## src/rtl/alu_sched_if.sv

```systemverilog
// rtl/alu_sched_if.sv - request, shared-ALU and response signals of alu_sched
// master is the requester/ALU/consumer side, slave is the scheduler.
interface alu_sched_if #(
  parameter int BW = 16
);
  logic [1:0]    req_valid;
  logic [1:0]    req_ready;
  logic [BW-1:0] req_a0;
  logic [BW-1:0] req_b0;
  logic [BW-1:0] req_a1;
  logic [BW-1:0] req_b1;
  logic [3:0]    req_op0;
  logic [3:0]    req_op1;
  logic [BW-1:0] alu_a;
  logic [BW-1:0] alu_b;
  logic [3:0]    alu_op;
  logic [BW-1:0] alu_out;
  logic [2:0]    alu_flags;
  logic          rsp_valid;
  logic          rsp_ready;
  logic [BW-1:0] rsp_out;
  logic [2:0]    rsp_flags;
  logic          rsp_id;
  logic          rsp_err;

  modport master (
    output req_valid, req_a0, req_b0, req_a1, req_b1, req_op0, req_op1,
    output alu_out, alu_flags, rsp_ready,
    input  req_ready, alu_a, alu_b, alu_op,
    input  rsp_valid, rsp_out, rsp_flags, rsp_id, rsp_err
  );

  modport slave (
    input  req_valid, req_a0, req_b0, req_a1, req_b1, req_op0, req_op1,
    input  alu_out, alu_flags, rsp_ready,
    output req_ready, alu_a, alu_b, alu_op,
    output rsp_valid, rsp_out, rsp_flags, rsp_id, rsp_err
  );
endinterface

```

## src/rtl/alu_sched.sv

```systemverilog
// rtl/alu_sched.sv - round-robin scheduler sharing one combinational ALU between two requesters
// One operation in flight at a time: IDLE grants, EXEC samples the ALU, RESP holds the result.
module alu_sched #(
  parameter int BW = 16,
  parameter int CW = 16
) (
  input  logic          clk,
  input  logic          rst,
  alu_sched_if.slave    bus,
  output logic [CW-1:0] ops_done
);

  typedef enum logic [1:0] {IDLE, EXEC, RESP} state_t;

  state_t        state;
  state_t        state_nx;
  logic          last_grant;
  logic [1:0]    grant;
  logic          win_id;
  logic          xfer;
  logic          rsp_hs;
  logic [3:0]    win_op;
  logic [BW-1:0] win_a;
  logic [BW-1:0] win_b;

  logic [BW-1:0] a_q;
  logic [BW-1:0] b_q;
  logic [3:0]    op_q;
  logic          id_q;
  logic [BW-1:0] out_q;
  logic [2:0]    flags_q;
  logic          err_q;
  logic [CW-1:0] done_q;

  always_ff @(posedge clk) begin
    if (rst) state <= IDLE;
    else     state <= state_nx;
  end

  // Grants are only offered in IDLE and never while reset is asserted.
  always_comb begin
    grant    = 2'b00;
    win_id   = 1'b0;
    state_nx = state;
    if (state == IDLE && !rst) begin
      case (bus.req_valid)
        2'b01: begin grant = 2'b01; win_id = 1'b0; end
        2'b10: begin grant = 2'b10; win_id = 1'b1; end
        2'b11: begin
          win_id = ~last_grant;
          grant  = last_grant ? 2'b01 : 2'b10;
        end
        default: begin grant = 2'b00; win_id = 1'b0; end
      endcase
    end
    xfer   = |grant;
    rsp_hs = (state == RESP) && bus.rsp_ready;
    win_op = win_id ? bus.req_op1 : bus.req_op0;
    win_a  = win_id ? bus.req_a1  : bus.req_a0;
    win_b  = win_id ? bus.req_b1  : bus.req_b0;
    case (state)
      IDLE:    if (xfer) state_nx = win_op[3] ? RESP : EXEC;
      EXEC:    state_nx = RESP;
      RESP:    if (bus.rsp_ready) state_nx = IDLE;
      default: state_nx = IDLE;
    endcase
  end

  always_ff @(posedge clk) begin
    if (rst) begin
      last_grant <= 1'b1;
      a_q        <= '0;
      b_q        <= '0;
      op_q       <= '0;
      id_q       <= 1'b0;
      out_q      <= '0;
      flags_q    <= '0;
      err_q      <= 1'b0;
      done_q     <= '0;
    end else begin
      if (xfer) begin
        last_grant <= win_id;
        id_q       <= win_id;
        // Illegal opcodes never reach the ALU, so its operand registers keep their old values.
        if (win_op[3]) begin
          out_q   <= '0;
          flags_q <= '0;
          err_q   <= 1'b1;
        end else begin
          a_q  <= win_a;
          b_q  <= win_b;
          op_q <= win_op;
        end
      end
      if (state == EXEC) begin
        out_q   <= bus.alu_out;
        flags_q <= bus.alu_flags;
        err_q   <= 1'b0;
      end
      if (rsp_hs) done_q <= done_q + 1'b1;
    end
  end

  assign bus.req_ready = grant;
  assign bus.alu_a     = a_q;
  assign bus.alu_b     = b_q;
  assign bus.alu_op    = op_q;
  assign bus.rsp_valid = (state == RESP);
  assign bus.rsp_out   = out_q;
  assign bus.rsp_flags = flags_q;
  assign bus.rsp_id    = id_q;
  assign bus.rsp_err   = err_q;
  assign ops_done      = done_q;

endmodule

```

## src/flat_wrapper.sv

```systemverilog
// flat-port wrapper written by rule: the top's interface ports become plain ports
module alu_sched_flat 
#(
  parameter int BW = 16,
  parameter int CW = 16
)
  (clk, rst, ops_done, bus_req_valid, bus_req_a0, bus_req_b0, bus_req_a1, bus_req_b1, bus_req_op0, bus_req_op1, bus_alu_out, bus_alu_flags, bus_rsp_ready, bus_req_ready, bus_alu_a, bus_alu_b, bus_alu_op, bus_rsp_valid, bus_rsp_out, bus_rsp_flags, bus_rsp_id, bus_rsp_err);
  alu_sched_if #(.BW(BW)) bus_i ();
  input  logic clk;
  input  logic rst;
  output logic [CW-1:0] ops_done;
  input wire logic [$bits(bus_i.req_valid)-1:0] bus_req_valid;
  input wire logic [$bits(bus_i.req_a0)-1:0] bus_req_a0;
  input wire logic [$bits(bus_i.req_b0)-1:0] bus_req_b0;
  input wire logic [$bits(bus_i.req_a1)-1:0] bus_req_a1;
  input wire logic [$bits(bus_i.req_b1)-1:0] bus_req_b1;
  input wire logic [$bits(bus_i.req_op0)-1:0] bus_req_op0;
  input wire logic [$bits(bus_i.req_op1)-1:0] bus_req_op1;
  input wire logic [$bits(bus_i.alu_out)-1:0] bus_alu_out;
  input wire logic [$bits(bus_i.alu_flags)-1:0] bus_alu_flags;
  input wire logic [$bits(bus_i.rsp_ready)-1:0] bus_rsp_ready;
  output wire logic [$bits(bus_i.req_ready)-1:0] bus_req_ready;
  output wire logic [$bits(bus_i.alu_a)-1:0] bus_alu_a;
  output wire logic [$bits(bus_i.alu_b)-1:0] bus_alu_b;
  output wire logic [$bits(bus_i.alu_op)-1:0] bus_alu_op;
  output wire logic [$bits(bus_i.rsp_valid)-1:0] bus_rsp_valid;
  output wire logic [$bits(bus_i.rsp_out)-1:0] bus_rsp_out;
  output wire logic [$bits(bus_i.rsp_flags)-1:0] bus_rsp_flags;
  output wire logic [$bits(bus_i.rsp_id)-1:0] bus_rsp_id;
  output wire logic [$bits(bus_i.rsp_err)-1:0] bus_rsp_err;
  assign bus_i.req_valid = bus_req_valid;
  assign bus_i.req_a0 = bus_req_a0;
  assign bus_i.req_b0 = bus_req_b0;
  assign bus_i.req_a1 = bus_req_a1;
  assign bus_i.req_b1 = bus_req_b1;
  assign bus_i.req_op0 = bus_req_op0;
  assign bus_i.req_op1 = bus_req_op1;
  assign bus_i.alu_out = bus_alu_out;
  assign bus_i.alu_flags = bus_alu_flags;
  assign bus_i.rsp_ready = bus_rsp_ready;
  assign bus_req_ready = bus_i.req_ready;
  assign bus_alu_a = bus_i.alu_a;
  assign bus_alu_b = bus_i.alu_b;
  assign bus_alu_op = bus_i.alu_op;
  assign bus_rsp_valid = bus_i.rsp_valid;
  assign bus_rsp_out = bus_i.rsp_out;
  assign bus_rsp_flags = bus_i.rsp_flags;
  assign bus_rsp_id = bus_i.rsp_id;
  assign bus_rsp_err = bus_i.rsp_err;
  alu_sched #(.BW(BW), .CW(CW)) u_core (.clk(clk), .rst(rst), .bus(bus_i), .ops_done(ops_done));
endmodule
```

## config.mk

```make
export PLATFORM = sky130hd
export DESIGN_NAME = alu_sched_flat
export DESIGN_NICKNAME = d
export VERILOG_FILES = /design/src/rtl/alu_sched_if.sv /design/src/rtl/alu_sched.sv /design/src/flat_wrapper.sv
export SDC_FILE = /design/constraint.sdc
export NUM_CORES = 1
export LEC_CHECK = 0
export ABC_CLOCK_PERIOD_IN_PS = 4000
export CAP_MARGIN = 15
export CORE_MARGIN = 5
export CORE_UTILIZATION = 60
export CTS_CLUSTER_SIZE = 16
export DETAILED_ROUTE_END_ITERATION = 12
export DONT_BUFFER_PORTS = 1
export GPL_TIMING_DRIVEN = 1
export PLACE_DENSITY = 0.76
export SLEW_MARGIN = 40
export SYNTH_ARGS = -nofsm -noshare
export SYNTH_HDL_FRONTEND = slang
export SYNTH_SLANG_ARGS = --single-unit
```

## constraint.sdc

```tcl
create_clock -name clk -period 4 [get_ports clk]
set_clock_uncertainty 0.2 [all_clocks]
set_input_delay 0.2 -clock clk [delete_from_list [all_inputs] [get_ports clk]]
set_output_delay 0.2 -clock clk [all_outputs]
set_load 0.01 [all_outputs]
```

==> out/metrics.csv, run 1 <==
stage,metric,value,unit
outcome,status,finished clean,
worst_setup_path,path_cells,"nor3b_1, nand2_2, inv_1, buf_4, nand2_1, a311oi_1, dlygate4sd3_1",
route,drc_errors,0,
sta,hold_violations,0,
worst_setup_path,cp_max_fo,37,
synth,yosys.area.top_type,dfxtp_1,
worst_setup_path,start_kind,register,
sta,setup_tns,0,ns
synth,syn_nets,449,
synth,mappedNetlistArea,3161,um^2
synth,syn_avg_cell_area,8.979,um^2
worst_setup_path,required,4.09,ns
sta,fin_ws,0.5115,ns
synth,synthFlopType,dfxtp_1,
place,place_inst,401,
global_route,grt_start_max_net_pins,57,
final_layout,fin_cells,513,
pwr,p_comb_share,15.9,%
synth,synth_commonest_cells,"nand2_1 (79), dfxtp_1 (75), nor3_1 (38)",
worst_setup_path,rr_startpoint,u_core.state[1],
route,drt_iter0_markers,257,
worst_setup_path,r2r-end,u_core.bus.alu_a[14],
final_layout,final_nets,534,
place,dp_worst_setup_slack,1.299,ns
worst_setup_path,crit_slowest_cell,inv_1,
die,core,5107,um^2
clocking,cts_root_buf,clkbuf_8,
place,gp_congestion,0.7735,
die,start_util,61.88,%
sta,fmax,0.2867,GHz
die,die_w,82.58,um
clocking,htree_levels,3,
synth,synth-seq-cells,75,
sta,fin_crit,3.489,ns
route,routed_via_density,6.271,
worst_setup_path,endpoint_kind,register,
place,io_buffers,0,
synth,synth_cells,352,
clocking,cts_sinks,75,
global_route,overflow,0,
sta,finalCritPeriodShare,87.21,%
worst_hold_path,hold_path.class,input port to register,
clocking,clk_latency,0.36,ns
clocking,cts_tree,built,
pwr,vdd.ir_drop.worst,0.3118,mV
clocking,clkTransAtPathRegs,0.08,ns
clocking,post_cts_buffers,0,
worst_setup_path,rrSetupSlack,0.51,ns
route,vias,3217,
pwr,intPower,0.001224,W
sta,worstMarginPinSlew,0.7789,ns
pwr,p_clk_share,34.2,%
route,dr.pass1.iters,5,
synth,yosys-top-cells-area,"dfxtp_1 (48%), a311oi_1 (9.7%), nand2_1 (9.4%)",
final_layout,area_growth,35.71,%
place,hpwl,5.732,mm
synth,synth_enable_flop_cells,0,
worst_setup_path,path_class,register to register,
global_route,grt_pass1_wl,16.39,mm
synth,synth.distinct_cells,41,
synth,synthArstFlopShare,0,%
die,row_count,26,
final_layout,fillers,288,
final_layout,drive_above_1_share,7.014,%
pwr,seqPwrFrac,49.9,%
clocking,cts-buffers-inserted,9,
pwr,switching_share,28.52,%
worst_setup_path,reg2reg_depth,7,
sta,relSlewSlack,48.02,%
global_route,grt_antenna_before_repair,0,
route,routed_wirelength,10.88,mm
worst_hold_path,min_from,bus_rsp_ready,
synth,synth_most_common_cell,nand2_1,
pwr,power_density,399.2,nW/um^2
global_route,grt_usage,32.09,%
die,pin_count,172,
route,ant_nets,0,
synth,yosys.area.top_type_share,47.51,%
synth,synth_warnings,0,
pwr,switchingPower,0.0004884,W
clocking,clockBufferDepth,2,
synth,yosysSeqAreaShare,47.51,%
die,dieHeight,82.58,um
route,post_drt_wl_per_cell,21.22,um
global_route,grt_pass1_vias,3253,
clocking,cts_resized,0,
sta,rsz0062_at_grt,no,
sta,report.final.slew_viol_count,0,
die,die_area,6819,um^2
sta,finalSetupViolCount,0,
worst_hold_path,min_to,u_core.ops_done[4],
job,cap_violations,0,
worst_setup_path,critPathMaxStageDelay,0.67,ns
worst_hold_path,worstHoldPathCells,3,
worst_setup_path,crit_arrival,3.58,ns
pwr,leakagePower,1.663,nW
==> cell type report <==
cell class | instances | area, um^2 | area share [%]
flip-flops and latches | 75 | 1501 | 35.01
multi-input cells | 248 | 1494 | 34.83
repair buffers | 100 | 998.5 | 23.28
clock buffers | 10 | 127.6 | 2.975
well taps | 70 | 87.58 | 2.042
clock inverters | 6 | 66.31 | 1.546
inverters | 3 | 11.26 | 0.2625
diodes | 1 | 2.502 | 0.05834
==> worst max-delay path by stage <==
stage	start	end	slack (ns)	depth (start not counted)
2_1_floorplan	u_core.state[1]	u_core.bus.alu_a[0]	1.97	6
3_3_place_gp	u_core.state[1]	u_core.bus.alu_a[15]	1.39	6
3_5_place_dp	u_core.state[1]	u_core.bus.alu_a[13]	1.30	6
4_1_cts	u_core.state[1]	u_core.bus.alu_a[13]	0.76	7
5_1_grt	u_core.state[1]	u_core.bus.alu_op[0]	0.36	7
6_report	u_core.state[1]	u_core.bus.alu_a[14]	0.51	7
==> layer usage <==
metal | vias up | part of all wire (%) | track usage (%)
li1 | 1453 | - | -
met1 | 1512 | 34 | 33.88
met2 | 213 | 51 | 57.13
met3 | 39 | 11 | 10.52
met4 | 0 | 3.3 | 15.52
met5 | - | 0 | 0
==> placed cells by master (no fill, tap or decap), drive strengths merged, types with 3 or more instances in the layout <==
cell type     n
nand2        80
nand3         6
a311oi       35
a22o         19
o21ai         6
and3          3
dlygate4sd3  94
xor2          4
a21oi         8
buf           6
clkinvlp      3
xnor2         6
nand2b        4
or3           3
nor2         12
clkbuf       10
nand4b        3
nor4          3
inv           3
nor3         39
dfxtp        75
==> power groups by stage <==
stage / Combinational, W / Sequential (W) / Clock (W)
2_1_floorplan: 0.000145 / 0.000857 / 0
3_3_place_gp: 0.000149 / 0.000869 / 0
3_5_place_dp: 0.000155 / 0.000870 / 0
4_1_cts: 0.000253 / 0.000853 / 0.000582
5_1_grt: 0.000293 / 0.000860 / 0.000619
6_report: 0.000272 / 0.000855 / 0.000585
==> kinds of logic (layout without fill, tap and decap cells) <==
family / count (synthesis) / count (layout) / synth area share [%]
buffers and inverters: 29 / 119 / 5.304
XOR/XNOR: 10 / 10 / 2.771
AO/OA/AOI/OAI: 72 / 72 / 18.37
other: 1 / 2 / 0.1187
AND/OR/NAND/NOR: 164 / 164 / 25.53
flip-flops: 75 / 75 / 47.51
adder cells (fa/ha/maj): 1 / 1 / 0.3958
==> sequential cells by signal, indices dropped and copies added, names as in the netlist <==
register              cells
u_core.bus.rsp_flags      3
u_core.bus.rsp_id         1
u_core.last_grant         1
u_core.ops_done          16
u_core.state              2
u_core.bus.rsp_out       16
u_core.bus.alu_a         16
u_core.bus.alu_b         16
u_core.bus.alu_op         3
u_core.bus.rsp_err        1
==> critical path: cells and delay by family (launching register included) <==
kind                   cells  cell delay (ns)
AOI/OAI and AO/OA          1             0.36
buffers and inverters      3             1.65
DFF                        1             0.36
and+or+nand+nor            3             0.83
==> per-stage QoR <==
| step | cell area (um^2) | total power [W] | utilization, % | hold slack [ns] |
|---|---|---|---|---|
| detailed placement | 3132 | 0.001025 | 61.32 | 0.07783 |
| finish | 4289 | 0.001712 | 83.98 | 0.01741 |
| CTS | 4287 | 0.001688 | 83.93 | 0.002631 |
| global route | 4287 | 0.001772 | 83.93 | 0.05297 |
| floorplan | 3161 | 0.001002 | - | 0.1330 |
| global placement | 3129 | 0.001018 | 61.27 | 0.07481 |
==> what timing repair did <==
item,in CTS,in global routing
hold endpoints to repair,74,0
hold buffers,95,0
setup endpoints to repair,0,0
(Power assumes the default switching activity.)
==> inputs of run 2 (changes only) <==
--- a/config.mk
+++ b/config.mk
@@ -6,14 +6,14 @@
 export NUM_CORES = 1
 export LEC_CHECK = 0
 export ABC_CLOCK_PERIOD_IN_PS = 4000
+export BUFFER_PORTS_ARGS = -buffer_cell sky130_fd_sc_hd__clkbuf_2
 export CAP_MARGIN = 15
 export CORE_MARGIN = 5
-export CORE_UTILIZATION = 60
+export CORE_UTILIZATION = 48
 export CTS_CLUSTER_SIZE = 16
 export DETAILED_ROUTE_END_ITERATION = 12
-export DONT_BUFFER_PORTS = 1
 export GPL_TIMING_DRIVEN = 1
-export PLACE_DENSITY = 0.76
+export PLACE_DENSITY = 0.85
 export SLEW_MARGIN = 40
 export SYNTH_ARGS = -nofsm -noshare
 export SYNTH_HDL_FRONTEND = slang
==> out/metrics.csv, run 2 (synthesized netlist as in run 1, its figures left out) <==
stage,metric,value,unit,change
final_layout,fin_cells,685,,+34%
sta,report.final.slew_viol_count,0,,unchanged
place,dpl_cell_area,4003,um^2,+28%
final_layout,regArea,1501,um^2,unchanged
final_layout,fillers,418,,+45%
clocking,cts_root_buf,clkbuf_8,,
sta,hold_violations,0,,unchanged
final_layout,drive_above_1_share,33.22,%,+26 points
clocking,cts_sinks,75,,unchanged
route,drc_errors,0,,unchanged
pwr,seqPwrFrac,45.3,%,-4.6 points
worst_setup_path,endpoint_kind,register,,
sta,finalCritPeriodShare,79.58,%,-7.6 points
sta,relSlewSlack,50.57,%,+2.5 points
place,io_buffers,170,,+170
pwr,vdd.ir_drop.worst,0.2534,mV,-19%
pwr,intPower,0.001319,W,+7.7%
sta,worstMarginPinSlew,0.7407,ns,-0.03818 ns
outcome,status,finished clean,,
pwr,switchingPower,0.0005067,W,+3.7%
worst_setup_path,rr_startpoint,u_core.state[1],,
clocking,clockBufferDepth,2,,unchanged
pwr,leakagePower,2.398,nW,+44%
worst_setup_path,start_kind,register,,
global_route,overflow,0,,unchanged
pwr,switching_share,27.76,%,-0.76 points
sta,fmax,0.3142,GHz,+9.6%
sta,rsz0062_at_grt,no,,
sta,fin_ws,0.8170,ns,+0.3055 ns
final_layout,fin_area,5126,um^2,+20%
pwr,p_clk_share,33.6,%,-0.6 points
clocking,cts_tree,built,,
worst_setup_path,required,4.02,ns,-0.07 ns
final_layout,area_growth,62.19,%,
route,dr.pass1.iters,4,,-1
die,start_util,49.49,%,-12 points
die,row_count,29,,+12%
place,dp_worst_setup_slack,1.413,ns,+0.1144 ns
final_layout,multi_input_area,1505,um^2,+0.75%
place,hpwl,6.675,mm,+16%
worst_setup_path,worstSetupStartpoint,u_core.state[1],,
worst_hold_path,hold_path.class,input port to register,,
final_layout,diodes,0,,-1
route,post_drt_wl_per_cell,16.96,um,-20%
final_layout,final_nets,700,,+31%
global_route,grt_pass1_wl,18.77,mm,+15%
pwr,p_comb_share,21.1,%,+5.2 points
clocking,post_cts_buffers,0,,unchanged
route,routed_via_density,5.582,,-11%
global_route,grt_usage,27.59,%,-4.5 points
die,die_area,8307,um^2,+22%
sta,setup_tns,0,ns,unchanged
global_route,grt_antenna_before_repair,0,,unchanged
route,ant_nets,0,,unchanged
route,drt_iter0_markers,185,,-28%
global_route,grt_start_max_net_pins,59,,+3.5%
job,cap_violations,0,,unchanged
final_layout,layout_commonest_cell,clkbuf_2,,
clocking,cts-buffers-inserted,9,,unchanged
sta,finalSetupViolCount,0,,unchanged
global_route,grt_pass1_vias,3887,,+19%
worst_setup_path,crit_arrival,3.21,ns,-0.37 ns
pwr,power_density,356.1,nW/um^2,-11%
clocking,clkTransAtPathRegs,0.08,ns,about the same
final_layout,postLayoutCoreUtil,80.27,%,-3.7 points
sta,fin_crit,3.183,ns,-0.3055 ns
clocking,htree_levels,3,,unchanged
route,routed_wirelength,11.62,mm,+6.7%
place,gp_congestion,0.7796,,+0.79%
place,place_inst,578,,+44%
final_layout,layout_common_cells,"clkbuf_2 (170), dlygate4sd3_1 (90), nand2_1 (79), dfxtp_1 (75), nor3_1 (38)",,
route,vias,3824,,+19%
die,die_w,91.15,um,+10%
worst_setup_path,cp_max_fo,36,,-2.7%
die,pin_count,172,,unchanged
die,dieHeight,91.15,um,+10%
worst_setup_path,path_class,register to register,,
die,core,6386,um^2,+25%
clocking,clk_latency,0.34,ns,-0.02 ns
worst_hold_path,min_from,bus_req_op1[3],,
run 2: worst paths after layout:
check	cells after the start	slack [ns]	to
max	6	0.82	u_core.bus.alu_a[13]
min	3	0.12	u_core.state[1]
max reg2reg	6	0.82	u_core.bus.alu_a[13]
min reg2reg	2	0.27	u_core.bus.rsp_err
run 2: timing repair:
item	4_1_cts	5_1_grt
resized for setup	0	0
hold buffers	90	0
hold endpoints to repair	55	0
run 2: through the flow:
stage               power, W  hold WS, ns
floorplan           0.001002       0.1330
global placement    0.001115       0.2167
detailed placement  0.001126       0.2227
CTS                 0.001808       0.1120
global route        0.001907       0.1213
finish              0.001825       0.1246
run 2: power by group through the flow:
stage                     registers [W]  logic [W]  clock network [W]
final                          0.000826   0.000386           0.000614
after global routing           0.000830   0.000417           0.000659
after CTS                      0.000824   0.000369           0.000615
after detailed placement       0.000840   0.000286                  0
after global placement         0.000839   0.000276                  0
after floorplan                0.000857   0.000145                  0
run 2: worst max-delay path, stage by stage, from the launching register on:
cell and delay, ns:
dfxtp_1 0.37, or3b_2 0.53, nor3b_4 0.63, or2_1 0.19, buf_4 0.34, a311oi_1 0.18
dlygate4sd3_1 0.61
run 2: layer usage:
metal	track usage [%]	up-vias	share of wire [%]
li1	-	1782	-
met1	30.64	1767	37
met2	47.54	227	51
met3	6.942	48	7.7
met5	0	-	0
met4	16.01	0	4.3
run 2: final cells by class:
class,count,area share [%]
sequential,75,29.29
multi-input combinational,248,29.36
clock buffer,11,2.953
timing repair buffer,266,35.12
tap,77,1.879
clock inverter,5,1.172
inverter,3,0.2197
